`src/rtl/uart_pkg.sv`:
```
// Shared types and constants for the parametrised UART receiver.
package uart_pkg;

    typedef enum logic [2:0] {
        IDLE,
        ARM,
        START,
        DATA,
        PARITY,
        STOP,
        DONE
    } rx_state_t;

    localparam int PAR_NONE = 0;
    localparam int PAR_ODD  = 1;
    localparam int PAR_EVEN = 2;

endpackage

```
`src/rtl/uart_rx_sync.sv`:
```
// Two-flop synchroniser for the asynchronous RX pin plus a falling-edge detector.
module uart_rx_sync (
    input  logic clk,
    input  logic res,
    input  logic rx,
    output logic rx_s,
    output logic fall
);

    logic meta_reg;
    logic sync_reg;
    logic prev_reg;

    // All flops come out of reset at the idle-high line level so no edge is invented.
    always_ff @(posedge clk) begin
        if (res) begin
            meta_reg <= 1'b1;
            sync_reg <= 1'b1;
            prev_reg <= 1'b1;
        end else begin
            meta_reg <= rx;
            sync_reg <= meta_reg;
            prev_reg <= sync_reg;
        end
    end

    assign rx_s = sync_reg;
    assign fall = prev_reg & ~sync_reg;

endmodule

```
`src/rtl/uart_rx_param.sv`:
```
// UART receiver: idle qualification, mid-bit start validation, centre sampling
// of data/parity/stop bits, and a valid/ready word handover with error flags.
module uart_rx_param
    import uart_pkg::*;
#(
    parameter int CLKS_PER_BIT = 5000,
    parameter int DATA_BITS    = 8,
    parameter int PARITY       = 0,
    parameter int STOP_BITS    = 1,
    parameter int IDLE_BITS    = 12
) (
    input  logic                 clk,
    input  logic                 res,
    input  logic                 RX,
    output logic [DATA_BITS-1:0] data_out,
    output logic                 data_valid,
    input  logic                 data_ready,
    output logic                 parity_err,
    output logic                 frame_err,
    output logic                 overrun
);

    localparam int CNT_W  = $clog2(CLKS_PER_BIT);
    localparam int IDLE_W = $clog2(IDLE_BITS + 1);

    localparam logic [CNT_W-1:0]  CNT_LAST  = CNT_W'(CLKS_PER_BIT - 1);
    localparam logic [CNT_W-1:0]  CNT_HALF  = CNT_W'(CLKS_PER_BIT / 2 - 1);
    localparam logic [IDLE_W-1:0] IDLE_DONE = IDLE_W'(IDLE_BITS);
    localparam logic [2:0]        DATA_LAST = 3'(DATA_BITS - 1);
    localparam logic              STOP_LAST = 1'(STOP_BITS - 1);

    if (CLKS_PER_BIT < 4 || DATA_BITS < 5 || DATA_BITS > 8 ||
        (PARITY != PAR_NONE && PARITY != PAR_ODD && PARITY != PAR_EVEN) ||
        STOP_BITS < 1 || STOP_BITS > 2 || IDLE_BITS < 1) begin : g_bad_param
        $error("uart_rx_param: illegal parameter value");
    end

    logic rx_s;
    logic fall;

    uart_rx_sync u_sync (
        .clk  (clk),
        .res  (res),
        .rx   (RX),
        .rx_s (rx_s),
        .fall (fall)
    );

    rx_state_t            state_reg, state_next;
    logic [CNT_W-1:0]     bit_cnt_reg, bit_cnt_next;
    logic [IDLE_W-1:0]    idle_cnt_reg, idle_cnt_next;
    logic [2:0]           data_cnt_reg, data_cnt_next;
    logic                 stop_cnt_reg, stop_cnt_next;
    logic [DATA_BITS-1:0] shift_reg, shift_next;
    logic                 perr_pend_reg, perr_pend_next;
    logic [DATA_BITS-1:0] data_out_reg, data_out_next;
    logic                 data_valid_reg, data_valid_next;
    logic                 parity_err_reg, parity_err_next;
    logic                 frame_err_reg, frame_err_next;
    logic                 overrun_reg, overrun_next;

    always_ff @(posedge clk) begin
        if (res) begin
            state_reg      <= IDLE;
            bit_cnt_reg    <= '0;
            idle_cnt_reg   <= '0;
            data_cnt_reg   <= '0;
            stop_cnt_reg   <= 1'b0;
            shift_reg      <= '0;
            perr_pend_reg  <= 1'b0;
            data_out_reg   <= '0;
            data_valid_reg <= 1'b0;
            parity_err_reg <= 1'b0;
            frame_err_reg  <= 1'b0;
            overrun_reg    <= 1'b0;
        end else begin
            state_reg      <= state_next;
            bit_cnt_reg    <= bit_cnt_next;
            idle_cnt_reg   <= idle_cnt_next;
            data_cnt_reg   <= data_cnt_next;
            stop_cnt_reg   <= stop_cnt_next;
            shift_reg      <= shift_next;
            perr_pend_reg  <= perr_pend_next;
            data_out_reg   <= data_out_next;
            data_valid_reg <= data_valid_next;
            parity_err_reg <= parity_err_next;
            frame_err_reg  <= frame_err_next;
            overrun_reg    <= overrun_next;
        end
    end

    always_comb begin
        state_next      = state_reg;
        bit_cnt_next    = bit_cnt_reg;
        idle_cnt_next   = idle_cnt_reg;
        data_cnt_next   = data_cnt_reg;
        stop_cnt_next   = stop_cnt_reg;
        shift_next      = shift_reg;
        perr_pend_next  = perr_pend_reg;
        data_out_next   = data_out_reg;
        data_valid_next = data_valid_reg;
        parity_err_next = parity_err_reg;
        frame_err_next  = 1'b0;
        overrun_next    = 1'b0;

        // Consumer handshake; a DONE cycle below may override this with a fresh word.
        if (data_valid_reg && data_ready) begin
            data_valid_next = 1'b0;
        end

        unique case (state_reg)
            IDLE: begin
                if (idle_cnt_reg == IDLE_DONE) begin
                    state_next = ARM;
                end else if (!rx_s) begin
                    bit_cnt_next  = '0;
                    idle_cnt_next = '0;
                end else if (bit_cnt_reg == CNT_LAST) begin
                    bit_cnt_next  = '0;
                    idle_cnt_next = idle_cnt_reg + 1'b1;
                end else begin
                    bit_cnt_next = bit_cnt_reg + 1'b1;
                end
            end
            ARM: begin
                if (fall) begin
                    state_next   = START;
                    bit_cnt_next = '0;
                end
            end
            START: begin
                if (bit_cnt_reg == CNT_HALF) begin
                    bit_cnt_next   = '0;
                    data_cnt_next  = '0;
                    perr_pend_next = 1'b0;
                    state_next     = rx_s ? ARM : DATA;
                end else begin
                    bit_cnt_next = bit_cnt_reg + 1'b1;
                end
            end
            DATA: begin
                if (bit_cnt_reg == CNT_LAST) begin
                    bit_cnt_next = '0;
                    shift_next   = {rx_s, shift_reg[DATA_BITS-1:1]};
                    if (data_cnt_reg == DATA_LAST) begin
                        stop_cnt_next = 1'b0;
                        state_next    = (PARITY == PAR_NONE) ? STOP : uart_pkg::PARITY;
                    end else begin
                        data_cnt_next = data_cnt_reg + 1'b1;
                    end
                end else begin
                    bit_cnt_next = bit_cnt_reg + 1'b1;
                end
            end
            uart_pkg::PARITY: begin
                if (bit_cnt_reg == CNT_LAST) begin
                    bit_cnt_next   = '0;
                    perr_pend_next = ((^shift_reg) ^ rx_s) != (PARITY == PAR_ODD);
                    state_next     = STOP;
                end else begin
                    bit_cnt_next = bit_cnt_reg + 1'b1;
                end
            end
            STOP: begin
                if (bit_cnt_reg == CNT_LAST) begin
                    bit_cnt_next = '0;
                    if (!rx_s) begin
                        // Broken frame: line state is suspect, so demand a full idle period again.
                        frame_err_next = 1'b1;
                        idle_cnt_next  = '0;
                        state_next     = IDLE;
                    end else if (stop_cnt_reg == STOP_LAST) begin
                        state_next = DONE;
                    end else begin
                        stop_cnt_next = 1'b1;
                    end
                end else begin
                    bit_cnt_next = bit_cnt_reg + 1'b1;
                end
            end
            DONE: begin
                if (!data_valid_reg || data_ready) begin
                    data_out_next   = shift_reg;
                    parity_err_next = perr_pend_reg;
                    data_valid_next = 1'b1;
                end else begin
                    overrun_next = 1'b1;
                end
                state_next = ARM;
            end
            default: begin
                state_next = IDLE;
            end
        endcase
    end

    assign data_out   = data_out_reg;
    assign data_valid = data_valid_reg;
    assign parity_err = parity_err_reg;
    assign frame_err  = frame_err_reg;
    assign overrun    = overrun_reg;

endmodule

```
`config.mk`:
```
export PLATFORM = sky130hd
export DESIGN_NAME = uart_rx_param
export DESIGN_NICKNAME = d
export VERILOG_FILES = /design/src/rtl/uart_pkg.sv /design/src/rtl/uart_rx_sync.sv /design/src/rtl/uart_rx_param.sv
export SDC_FILE = /design/constraint.sdc
export NUM_CORES = 1
export LEC_CHECK = 0
export CAP_MARGIN = 10
export CORE_UTILIZATION = 50
export CTS_CLUSTER_SIZE = 20
export DETAILED_ROUTE_END_ITERATION = 8
export PLACE_DENSITY = 0.69
export SETUP_SLACK_MARGIN = 0.15
export SYNTH_ARGS = -nofsm -noshare
export SYNTH_HDL_FRONTEND = slang
export SYNTH_SLANG_ARGS = --single-unit
```
`constraint.sdc`:
```
create_clock -name clk -period 2.15 [get_ports clk]
set_input_delay 0.215 -clock clk [delete_from_list [all_inputs] [get_ports clk]]
set_output_delay 0.215 -clock clk [all_outputs]
set_load 0.02 [all_outputs]
```
==> out/results.tsv <==
stage	metric	value	unit
run_status	status	finished clean	
critical_path	Worst setup SP type	register	
critical_path	path depth of the worst reg2reg path	8	
die	Die Y-Extent	71.7	um
synthesis	Unique masters post-synth	50	
clocking	CTS tree	done	
global_route	GRT Residual Overflow	0	
global_route	first-pass GRT wire length	8.98	mm
placement	Final GP Congestion	0.833	
power_and_ir_drop	Peak VDD IR	0.000445	V
run	max-capacitance violation count	0	
clocking	Worst-Skew Late Latency	0.31	ns
critical_path	reg-to-reg slack, setup	0.24	ns
synthesis	Yosys reg bits	47	
placement	PortBufs	15	
timing	final setup violation count	0	
layout	max FFs per register	13	
synthesis	syn_nets	312	
timing	Setup TNS Final	0	ns
synthesis	count leader, synth	dfxtp_1	
timing	RSZ-0062 raised after global routing	true	
synthesis	leading post-synthesis cells by cell area	dfxtp_1 (39%), nand2_1 (6.8%), a21oi_1 (5.8%)	
route	final wirelength	5.20	mm
global_route	All-Layer GR Usage	0.220	
route	DRC violations left	0	
timing	worst rel slew slack	0.606	
route	post-route ant nets	0	
layout	Syn-to-layout area delta	19.0	%
die	Core ar.	4690	um2
clocking	root buffer cell	clkbuf_8	
route	Vias	2186	
synthesis	Async S/R FF share, synth	0	
global_route	initial antenna violation count	0	
die	Starting Density	0.518	
timing	Final Hold Vio Count	0	
die	FP Rows	25	
critical_path	Critical R2R Launch	bit_cnt_reg[0]	
synthesis	Syn Inst Count	303	
route	First DRT Iteration DRCs	146	
route	Via density	5.62	
clocking	deepest clock path buffer count	2	
layout	share of cells above drive strength 1	0.146	
placement	post-DP HPWL	3.60	mm
layout	nets	343	
critical_path	crit-path max FO	7	
synthesis	yosys warns	0	
route	first-pass iteration count of the detailed router	4	
critical_path	Worst setup EP type	register	
synthesis	Mapped Avg Cell Area	8.02	um2
critical_path	Crit. Startpoint	bit_cnt_reg[0]	
timing	Max Transition Viols Final	0	
timing	Final Critical Period	1.91	ns
synthesis	Synth Cell Area	2430	um2
synthesis	area share of the largest cell type after synthesis	0.387	
synthesis	cell taking the most area after synthesis	dfxtp_1	
clocking	clock sinks	47	
timing	fmax	0.525	GHz
global_route	largest net degree at the start of global routing	25	
critical_path	CP Class	register to register	
die	die span in x	71.7	um
die	Die ar.	5150	um2
clocking	clock-pin slew on the worst setup and hold paths	0.09	ns
critical_path	Crit path arrival time	2.15	ns
synthesis	post-synthesis sequential area ratio	0.387	
layout	Design Area, Final	2890	um2
critical_path	reg2reg end	bit_cnt_reg[12]	
timing	Worst Max-Slew Pin Slew	0.588	ns
clocking	CTS buffer count	5	
critical_path	worst setup path endpoint	bit_cnt_reg[12]	
power_and_ir_drop	Lkg Pwr	0.997	nW
global_route	vias in the first global route	1998	
synthesis	Post-synth EDFFs	0	
synthesis	main flop type after synthesis	dfxtp_1	
power_and_ir_drop	PD cells	560	nW/um2
placement	Placed Instance Area	2690	um2
timing	final period utilization	0.887	
route	wire per inst	13.4	um
die	io pins	16	
layout	antenna cells	0	
synthesis	most common library cells after synthesis	dfxtp_1 (47), nand2_1 (44), a21oi_1 (28)	
critical_path	CP Data Required Time	2.39	ns
timing	clk_skew	0.00834	ns
clocking	H-tree Lvls	2	
min_path	Hold/Removal Path Class	register to register	
## layer usage
metal | wire length, um | track usage | share of wire | up-vias
met5 | 0 | 0 | 0 | -
met4 | 80 | 0.0871 | 0.015 | 0
li1 | - | - | - | 1136
met2 | 2340 | 0.347 | 0.45 | 45
met3 | 179 | 0.0422 | 0.034 | 7
met1 | 2600 | 0.298 | 0.50 | 998
## placed cells by master, fill, tap and decap left out, types with 3 or more instances in the layout
cell             Yosys  final
xnor2_1              7      7
mux2i_1             11     11
nand2_1             44     44
ha_1                 5      4
clkdlybuf4s50_1      0     15
nand3_1             13     13
nor3_1               6      6
a31oi_1              6      6
buf_4                2     22
clkbuf_8             0      5
and2_1               3      3
inv_1                9      9
nand4_1              6      6
or3_1                3      3
nand2b_1             4      3
dfxtp_1             47     44
dfxtp_2              0      3
nor4_1               3      3
nor2b_1              8      6
o21ai_0             25     24
a21oi_1             28     28
nor2_1              27     27
or2_2                3      3
## worst min path at each step
stage                            to  cells past startpoint       startpoint  slack (ns)
floorplan           u_sync.meta_reg                      1               RX        0.32
global placement        u_sync.rx_s                      1  u_sync.meta_reg        0.39
detailed placement      u_sync.rx_s                      1  u_sync.meta_reg        0.40
CTS                     u_sync.rx_s                      1  u_sync.meta_reg        0.42
global route            u_sync.rx_s                      1  u_sync.meta_reg        0.44
finish                  u_sync.rx_s                      1  u_sync.meta_reg        0.42
## where the power goes
| group | leakage [nW] | internal (mW) | switching, mW | total (mW) |
|---|---|---|---|---|
| clock network | 0.0548 | 0.351 | 0.324 | 0.675 |
| logic | 0.561 | 0.0264 | 0.0349 | 0.0614 |
| registers | 0.381 | 0.878 | 0.00760 | 0.885 |
| total | 0.997 | 1.25 | 0.367 | 1.62 |
## cells by family (layout without fill, tap and decap cells)
logic type,after synthesis,after routing,synth area share
multiplexers,11,11,0.0453
XOR/XNOR,8,8,0.0288
AND/OR/NAND/NOR,130,130,0.268
AO/OA/AOI/OAI,79,79,0.205
buffers and inverters,23,55,0.0407
adder cells (fa/ha/maj),5,5,0.0257
flip-flops,47,47,0.387
## area by class of cell
type / count / area [um2]
clock buffers: 5 / 68.8
clock inverters: 3 / 46.3
fillers: 422 / 1800
inverters: 9 / 33.8
multi-input cells: 233 / 1410
flip-flops and latches: 47 / 945
well taps: 54 / 67.6
repair buffers: 38 / 327
## metrics by stage
step / utilization / power [mW] / std cells / worst slack [ns] / hold WS [ns]
detailed placement: 0.573 / 0.963 / 372 / 0.0936 / 0.398
finish: 0.617 / 1.62 / 389 / 0.244 / 0.424
CTS: 0.599 / 1.63 / 381 / 0.197 / 0.423
floorplan: - / 0.943 / 303 / 0.288 / 0.319
global placement: 0.573 / 0.963 / 372 / 0.128 / 0.390
global route: 0.617 / 1.68 / 389 / 0.142 / 0.445
## critical path, stage by stage (launching register included)
cell and delay (ns):
dfxtp_2 0.35, ha_2 0.21, nand2b_4 0.08, nor4_4 0.05, buf_4 0.16, o32a_4 0.35
a21oi_4 0.16, or3b_1 0.36, a31oi_1 0.12
## repair_timing
item / 4_1_cts / 5_1_grt
pin swaps: 2 / 1
hold buffers: 0 / 0
buffers inserted: 1 / 8
gates resized for setup: 0 / 9
setup endpoints to repair: 3 / 35
(Power assumes the default switching activity.)
